--- src/rtl/bf_pkg.sv ---
// bf_pkg: shared opcode constants and FSM state encoding for bf_engine.
// Imported by bf_engine and bf_loop_stack.
package bf_pkg;

  localparam logic [3:0] OP_HALT  = 4'd0;
  localparam logic [3:0] OP_INC   = 4'd1;
  localparam logic [3:0] OP_DEC   = 4'd2;
  localparam logic [3:0] OP_RIGHT = 4'd3;
  localparam logic [3:0] OP_LEFT  = 4'd4;
  localparam logic [3:0] OP_OPEN  = 4'd5;
  localparam logic [3:0] OP_CLOSE = 4'd6;
  localparam logic [3:0] OP_OUT   = 4'd7;
  localparam logic [3:0] OP_IN    = 4'd8;

  typedef enum logic [3:0] {
    S_IDLE     = 4'd0,
    S_CLEAR    = 4'd1,
    S_FETCH    = 4'd2,
    S_EXEC     = 4'd3,
    S_SKIP_F   = 4'd4,
    S_SKIP_E   = 4'd5,
    S_WAIT_IN  = 4'd6,
    S_WAIT_OUT = 4'd7,
    S_DONE     = 4'd8,
    S_ERROR    = 4'd9
  } state_e;

endpackage

--- src/rtl/bf_loop_stack.sv ---
// bf_loop_stack: DEPTH x AW LIFO holding the pc of each open '['.
// Ports: clr (sync flush), push/push_data, pop, top, full, empty.
module bf_loop_stack
  import bf_pkg::*;
#(
  parameter int AW    = 8,
  parameter int DEPTH = 16
) (
  input  logic          clk,
  input  logic          rst_n,
  input  logic          clr,
  input  logic          push,
  input  logic          pop,
  input  logic [AW-1:0] push_data,
  output logic [AW-1:0] top,
  output logic          full,
  output logic          empty
);

  localparam int PW = $clog2(DEPTH + 1);
  localparam int IW = (DEPTH > 1) ? $clog2(DEPTH) : 1;

  logic [PW-1:0] ptr_q, ptr_d;
  logic [PW-1:0] ptr_m1;
  logic [IW-1:0] wr_idx;
  logic [IW-1:0] rd_idx;
  logic [AW-1:0] mem_q [DEPTH];
  logic          do_push;

  assign full    = (ptr_q == PW'(DEPTH));
  assign empty   = (ptr_q == '0);
  assign ptr_m1  = ptr_q - PW'(1);
  assign wr_idx  = ptr_q[IW-1:0];
  assign rd_idx  = ptr_m1[IW-1:0];
  assign top     = empty ? '0 : mem_q[rd_idx];
  assign do_push = push && !full && !clr;

  always_comb begin
    ptr_d = ptr_q;
    if (clr)
      ptr_d = '0;
    else if (push && !full)
      ptr_d = ptr_q + PW'(1);
    else if (pop && !empty)
      ptr_d = ptr_m1;
  end

  always_ff @(posedge clk or negedge rst_n) begin
    if (!rst_n) begin
      ptr_q <= '0;
      for (int i = 0; i < DEPTH; i++)
        mem_q[i] <= '0;
    end else begin
      ptr_q <= ptr_d;
      if (do_push)
        mem_q[wr_idx] <= push_data;
    end
  end

endmodule

--- src/rtl/bf_engine.sv ---
// bf_engine: Brainfuck execution core with bracket stack and
// valid/ready char I/O; pm_* program port, in_*/out_* streams, debug.
module bf_engine
  import bf_pkg::*;
#(
  parameter int PMAW        = 8,
  parameter int DAW         = 8,
  parameter int DOW         = 8,
  parameter int STACK_DEPTH = 16
) (
  input  logic            clock,
  input  logic            reset,
  input  logic            go,
  output logic [PMAW-1:0] pm_addr,
  input  logic [3:0]      pm_data,
  input  logic [DOW-1:0]  in_data,
  input  logic            in_valid,
  output logic            in_ready,
  output logic [DOW-1:0]  out_data,
  output logic            out_valid,
  input  logic            out_ready,
  output logic            busy,
  output logic            done,
  output logic            error,
  output logic [3:0]      state,
  output logic [PMAW-1:0] pc,
  output logic [DAW-1:0]  dp
);

  localparam int CELLS = 2 ** DAW;

  state_e          state_q, state_d;
  logic [PMAW-1:0] pc_q, pc_d;
  logic [DAW-1:0]  dp_q, dp_d;
  logic [PMAW-1:0] depth_q, depth_d;
  logic [DAW-1:0]  clr_q, clr_d;

  logic [DOW-1:0]  cell_q [CELLS];
  logic            cell_we;
  logic [DAW-1:0]  cell_wa;
  logic [DOW-1:0]  cell_wd;
  logic [DOW-1:0]  cur;
  logic            cur_zero;

  logic            st_clr;
  logic            st_push;
  logic            st_pop;
  logic [PMAW-1:0] st_top;
  logic            st_full;
  logic            st_empty;

  assign cur      = cell_q[dp_q];
  assign cur_zero = (cur == '0);

  bf_loop_stack #(
    .AW    (PMAW),
    .DEPTH (STACK_DEPTH)
  ) u_stack (
    .clk       (clock),
    .rst_n     (reset),
    .clr       (st_clr),
    .push      (st_push),
    .pop       (st_pop),
    .push_data (pc_q),
    .top       (st_top),
    .full      (st_full),
    .empty     (st_empty)
  );

  always_comb begin
    state_d = state_q;
    pc_d    = pc_q;
    dp_d    = dp_q;
    depth_d = depth_q;
    clr_d   = clr_q;
    cell_we = 1'b0;
    cell_wa = dp_q;
    cell_wd = cur;
    st_clr  = 1'b0;
    st_push = 1'b0;
    st_pop  = 1'b0;
    unique case (state_q)
      S_IDLE: begin
        if (go)
          state_d = S_FETCH;
      end
      S_DONE, S_ERROR: begin
        if (go) begin
          state_d = S_CLEAR;
          pc_d    = '0;
          dp_d    = '0;
          depth_d = '0;
          clr_d   = '0;
          st_clr  = 1'b1;
        end
      end
      S_CLEAR: begin
        cell_we = 1'b1;
        cell_wa = clr_q;
        cell_wd = '0;
        clr_d   = clr_q + DAW'(1);
        if (clr_q == '1)
          state_d = S_FETCH;
      end
      S_FETCH: begin
        state_d = S_EXEC;
      end
      S_EXEC: begin
        state_d = S_FETCH;
        pc_d    = pc_q + PMAW'(1);
        case (pm_data)
          OP_HALT: begin
            state_d = S_DONE;
            pc_d    = pc_q;
          end
          OP_INC: begin
            cell_we = 1'b1;
            cell_wd = cur + DOW'(1);
          end
          OP_DEC: begin
            cell_we = 1'b1;
            cell_wd = cur - DOW'(1);
          end
          OP_RIGHT: dp_d = dp_q + DAW'(1);
          OP_LEFT:  dp_d = dp_q - DAW'(1);
          OP_OPEN: begin
            if (cur_zero) begin
              // scan starts at the opcode after '['
              depth_d = PMAW'(1);
              state_d = S_SKIP_F;
            end else if (st_full) begin
              state_d = S_ERROR;
              pc_d    = pc_q;
            end else begin
              st_push = 1'b1;
            end
          end
          OP_CLOSE: begin
            if (st_empty) begin
              state_d = S_ERROR;
              pc_d    = pc_q;
            end else if (!cur_zero) begin
              // resume just past the matching '['
              pc_d = st_top + PMAW'(1);
            end else begin
              st_pop = 1'b1;
            end
          end
          OP_OUT: begin
            state_d = S_WAIT_OUT;
            pc_d    = pc_q;
          end
          OP_IN: begin
            state_d = S_WAIT_IN;
            pc_d    = pc_q;
          end
          default: ;
        endcase
      end
      S_SKIP_F: begin
        state_d = S_SKIP_E;
      end
      S_SKIP_E: begin
        pc_d    = pc_q + PMAW'(1);
        state_d = S_SKIP_F;
        case (pm_data)
          OP_HALT: begin
            state_d = S_ERROR;
            pc_d    = pc_q;
          end
          OP_OPEN:  depth_d = depth_q + PMAW'(1);
          OP_CLOSE: begin
            depth_d = depth_q - PMAW'(1);
            if (depth_q == PMAW'(1))
              state_d = S_FETCH;
          end
          default: ;
        endcase
      end
      S_WAIT_OUT: begin
        if (out_ready) begin
          pc_d    = pc_q + PMAW'(1);
          state_d = S_FETCH;
        end
      end
      S_WAIT_IN: begin
        if (in_valid) begin
          cell_we = 1'b1;
          cell_wd = in_data;
          pc_d    = pc_q + PMAW'(1);
          state_d = S_FETCH;
        end
      end
      default: state_d = S_IDLE;
    endcase
  end

  always_ff @(posedge clock or negedge reset) begin
    if (!reset) begin
      state_q <= S_IDLE;
      pc_q    <= '0;
      dp_q    <= '0;
      depth_q <= '0;
      clr_q   <= '0;
    end else begin
      state_q <= state_d;
      pc_q    <= pc_d;
      dp_q    <= dp_d;
      depth_q <= depth_d;
      clr_q   <= clr_d;
    end
  end

  always_ff @(posedge clock or negedge reset) begin
    if (!reset) begin
      for (int i = 0; i < CELLS; i++)
        cell_q[i] <= '0;
    end else if (cell_we) begin
      cell_q[cell_wa] <= cell_wd;
    end
  end

  assign pm_addr   = pc_q;
  assign pc        = pc_q;
  assign dp        = dp_q;
  assign state     = state_q;
  assign out_valid = (state_q == S_WAIT_OUT);
  assign out_data  = out_valid ? cur : '0;
  assign in_ready  = (state_q == S_WAIT_IN);
  assign done      = (state_q == S_DONE);
  assign error     = (state_q == S_ERROR);
  assign busy      = !((state_q == S_IDLE) ||
                       (state_q == S_DONE) ||
                       (state_q == S_ERROR));

endmodule

--- config.mk ---
export PLATFORM = sky130hd
export DESIGN_NAME = bf_engine
export DESIGN_NICKNAME = d
export VERILOG_FILES = /design/src/rtl/bf_pkg.sv /design/src/rtl/bf_loop_stack.sv /design/src/rtl/bf_engine.sv
export SDC_FILE = /design/constraint.sdc
export NUM_CORES = 2
export LEC_CHECK = 0
export ABC_CLOCK_PERIOD_IN_PS = 14800
export CORE_ASPECT_RATIO = 0.5
export CORE_UTILIZATION = 65
export CTS_CLUSTER_DIAMETER = 80
export DETAILED_ROUTE_END_ITERATION = 8
export PLACE_DENSITY = 0.78
export SLEW_MARGIN = 30
export SYNTH_ARGS = -nofsm -noshare
export SYNTH_HDL_FRONTEND = slang
export SYNTH_HIERARCHICAL = 1
export SYNTH_SLANG_ARGS = --single-unit
--- constraint.sdc ---
create_clock -name clock -period 14.8 [get_ports clock]
set_input_delay 4.44 -clock clock [delete_from_list [all_inputs] [get_ports clock]]
set_output_delay 4.44 -clock clock [all_outputs]
set_load 0.1 [all_outputs]
==> results.txt <==
* Outcome: finished, violations left
- The final reports fail on DRC.
- Worst supply voltage drop on vdd: 289 µV
- The biggest area contributor in the post-synthesis netlist is dfrtp_1.
* Maximum number of pins on one net before global-route repair: 202
- In this run the tightest slew margin relative to its limit is between 10% and 20%.
- Yosys synthesis warning count: 6
* Total Negative Setup Slacks: 0 ns
- The layer flagged by global routing as most heavily used is met2.
- After synthesis the cells add up to 0.100 mm².
* Area growth from synthesis to layout: 7.70%
* Main synth FF type: dfrtp_1
- Width of the die: 558 µm
- Across the run, the number of max-cap violations was 0.
- The first global-routing pass estimated 450000 µm of wire.
* Worst path buffer plus inverter count: 4
- In this run the post-CTS setup repair buffer count came out at 0.
- No sink is reached through more buffers than the 3 on the longest clock path.
* Slowest cell on the critical path: clkdlybuf4s50_1
- At the later pin of the worst-skew pair, clock insertion delay measures 0.86 ns.
* Cells after Synth: 9103
- Flip-flop and latch count after synthesis: about 2200
- Share of the cycle needed by the critical path after routing: between 70% and 80%
* Detailed-route wire length per cell: approximately 27 µm
* Number of core rows: 101
* CTS clock-pin slew for the worst setup and hold paths: approximately 0.070 ns
* Actual slew at the worst max-slew pin: 1.28 ns
* Most used cell along the critical path: buf_4
- The share of synthesized area in the top cell type comes to between 50% and 60%.
* Number of routed nets with antenna violations: 0
- Once the clock tree was built, the resizer swapped 0 gates to a different size.
- Once the floorplan was initialized, standard cells occupied approximately two thirds of the core.
- Post-detailed-routing wire length: slightly below 300000 µm
- Setup violations remaining at the end of the flow were counted as 0.
* Met1 global-route usage: 54.4%
- Clock buffers created by TritonCTS: approximately 190
- After detailed routing, the number of remaining DRC violations is 2.
- Vias per cell: 6.75
* Weighted congestion at the end of routability-driven global placement: a little under 1
* Fraction of synthesis flops using an asynchronous set or reset pin: 100%
* Kind of end point of the critical path: output port
- In this run the vertical extent of the chip is ~280 µm.
* Arrival time at the worst endpoint: around 7 ns
- All-Layer GR Usage: 38.7%
- Pleak: roughly 0.047 µW
* Critical path class: reg2out
* Via count: around 74000
* Max Transition Viols Final: 0
* Count of cell types in the netlist: 88
- Count of flip-flops with a built-in enable after synthesis: 0
* Worst path cell trace: buf_4 > inv_2 > buf_4 > nand2_1 > a2111oi_0 > or3_1 > o22ai_1 > nand4bb_1 > nor2_1 > clkdlybuf4s50_1
- Each instance of the synthesized netlist takes up on average about 11 µm².
* Critical path fanouts, max: 36
- Data on the critical path is required at its endpoint by around 10 ns.
- Total clock sinks: 2217
- The share of the Yosys chip area taken by registers is a little under three fifths.
* Met3 track utilization from global routing: between 10% and 20%
- On the final layout, the worst clock skew is 0.0421 ns.
- The number of global-route vias before repair is around 72000.
- Share of layout cells above drive strength 1: about 16%
- The total overflow left after global routing is 0.
- Largest delay contributor family on the critical path: buffers and inverters
* Net Count, Synth: 9145
- The initial antenna violation count is 19.
- Top cells by area in the synthesized netlist: dfrtp_1 (55%), mux4_2 (11%), o21ai_0 (8.3%), nand2_1 (7.6%), mux2_2 (4.6%)
- First drt pass iteration count: 9
- After routing the design area is approximately 0.11 mm².
* Highest cell delay on the worst timing path: ~1.2 ns
- TritonCTS clock tree: done
* Peak clock frequency supported by timing: 86.7 MHz
- Hold slack final: about 0.47 ns
* Final worst path period need: around 12 ns
* Hold Vio Cnt, Final: 0
- Depth of the CTS H-tree: 4
- 58 I/O pins were placed.
* Area of the core region: between 0.15 and 0.2 mm²
* Power density cells: around 140 mW/mm²
* DIE AREA: 0.156 mm²
* Nets: 8755
- Path type of the worst min-delay path: reg2reg
- Setup repair after global routing missed its margin: no
- Filler Cell Count: just over 10000
- After legalization and detailed placement, the total HPWL measured approximately 190000 µm.
* Count of hold buffers inserted by post-cts repair: 0
- STA classifies the critical path startpoint as a flop.
- # port buffers: 57
* GR met2 Demand/Resource: a little over half
- CTS Root Buffer Type: clkbuf_16
* Placement Cell Area: approximately 0.10 mm²
- In this run, the number of DRC markers left after iteration 0 of detailed routing was 10100.
synthesized netlist by cell type, types with 56 or more instances:
master    instances
dfrtp_1        2217
nand2_1        2042
o21ai_0        1673
clkbuf_1        562
mux4_2          488
mux2_2          411
nor2_1          313
a21oi_1         286
mux2i_1         203
buf_2           106
a22oi_1          73
nand3_1          56
sequential cells by signal, summed over array words and instances, names as in the netlist:
| name | count |
|---|---|
| cell_q | 2048 |
| state | 4 |
| u_stack/mem_q | 128 |
| dp | 8 |
| depth_q | 8 |
| clr_q | 8 |
| pc | 8 |
| u_stack/ptr_q | 5 |
per-stage QoR:
| step | cells | setup WS, ns | utilization, % | power (µW) |
|---|---|---|---|---|
| after floorplan | 9103 | 5.88 | - | 9120 |
| after global placement | 10600 | 4.65 | 66.5 | 10200 |
| after detailed placement | 10600 | 4.63 | 66.6 | 10200 |
| after CTS | 10900 | 3.73 | 70.7 | 15400 |
| after global routing | 10900 | 3.42 | 70.9 | 15900 |
| final | 10900 | 3.26 | 70.9 | 15500 |
worst min-delay path: stages, from the launching register on:
cell and delay (ns):
dfrtp_1 0.34, nand2_1 0.04, o21ai_0 0.06
worst paths after layout:
kind                                               from                  endpoint  slack, ns  cells after the start
worst max register to register        dp[0]$_DFFE_PN0P_  cell_q[1197]$_DFFE_PN0P_       6.10                     20
min in group asynchronous                         reset  cell_q[2008]$_DFFE_PN0P_       3.56                      1
worst min register to register  cell_q[992]$_DFFE_PN0P_   cell_q[992]$_DFFE_PN0P_       0.47                      2
worst max-delay path                  dp[3]$_DFFE_PN0P_               out_data[6]       3.26                     10
worst min-delay path            cell_q[992]$_DFFE_PN0P_   cell_q[992]$_DFFE_PN0P_       0.47                      2
max in group asynchronous                         reset   cell_q[307]$_DFFE_PN0P_       8.30                      4
cell type report:
type / count / area [µm²] / area share [%]
Sequential cell: 2217 / 55500 / 51.3
Multi-Input combinational cell: 6067 / 41400 / 38.2
Clock buffer: 266 / 5440 / 5.03
Tap cell: 2060 / 2580 / 2.38
Timing Repair Buffer: 209 / 2170 / 2.01
Clock inverter: 70 / 956 / 0.883
Inverter: 31 / 118 / 0.109
Antenna cell: 19 / 47.5 / 0.0439
cells in the final DEF, fill, tap and decap left out, types with 10 or more instances in the layout:
master	Yosys	routed
dfrtp_1	2217	2210
nand2_1	2042	2042
o21ai_0	1673	1672
mux4_2	488	488
mux2_2	411	411
nor2_1	313	301
a21oi_1	286	282
mux2i_1	203	203
clkbuf_16	0	191
buf_4	52	120
a22oi_1	73	73
nand3_1	56	56
clkdlybuf4s50_1	0	53
clkbuf_8	0	38
clkbuf_1	562	37
clkinv_2	0	36
a31oi_1	35	34
and2_1	24	26
nor2b_1	31	25
a22o_1	25	25
and3_1	24	24
inv_1	25	23
ha_1	23	23
nor3_1	37	22
a211oi_1	22	22
buf_12	0	20
diode_2	0	19
nand2b_1	19	19
bufinv_16	0	18
nand4_1	16	16
nor3_2	1	14
a221oi_1	14	13
o22ai_1	13	13
xnor2_1	12	12
and2_0	15	12
buf_16	0	11
nor2_2	2	10
nor4_1	13	10
where the power goes:
group,internal [µW],switching [µW],leakage [µW]
Sequential,6170,189,0.0309
Clock,2890,2340,0.00315
Combinational,956,2980,0.0131
cells by family (layout without fill, tap and decap cells):
group | count (synthesis) | after routing | synth area share, %
xor gates and xnor gates | 22 | 22 | 0.192
muxes | 1103 | 1103 | 17.6
buffers and inverters | 819 | 576 | 3.82
adders and majority gates | 25 | 25 | 0.326
and+or+nand+nor | 2654 | 2654 | 10.6
AOI/OAI and AO/OA | 2263 | 2263 | 12.2
other | 0 | 19 | 0
DFF | 2217 | 2217 | 55.2
per-layer routing:
metal	part of all wire [%]	routed length [µm]
met3	14	42600
met1	39	114000
met2	43	127000
met4	4.2	12600
met5	0.24	706
(Power assumes the default switching activity.)
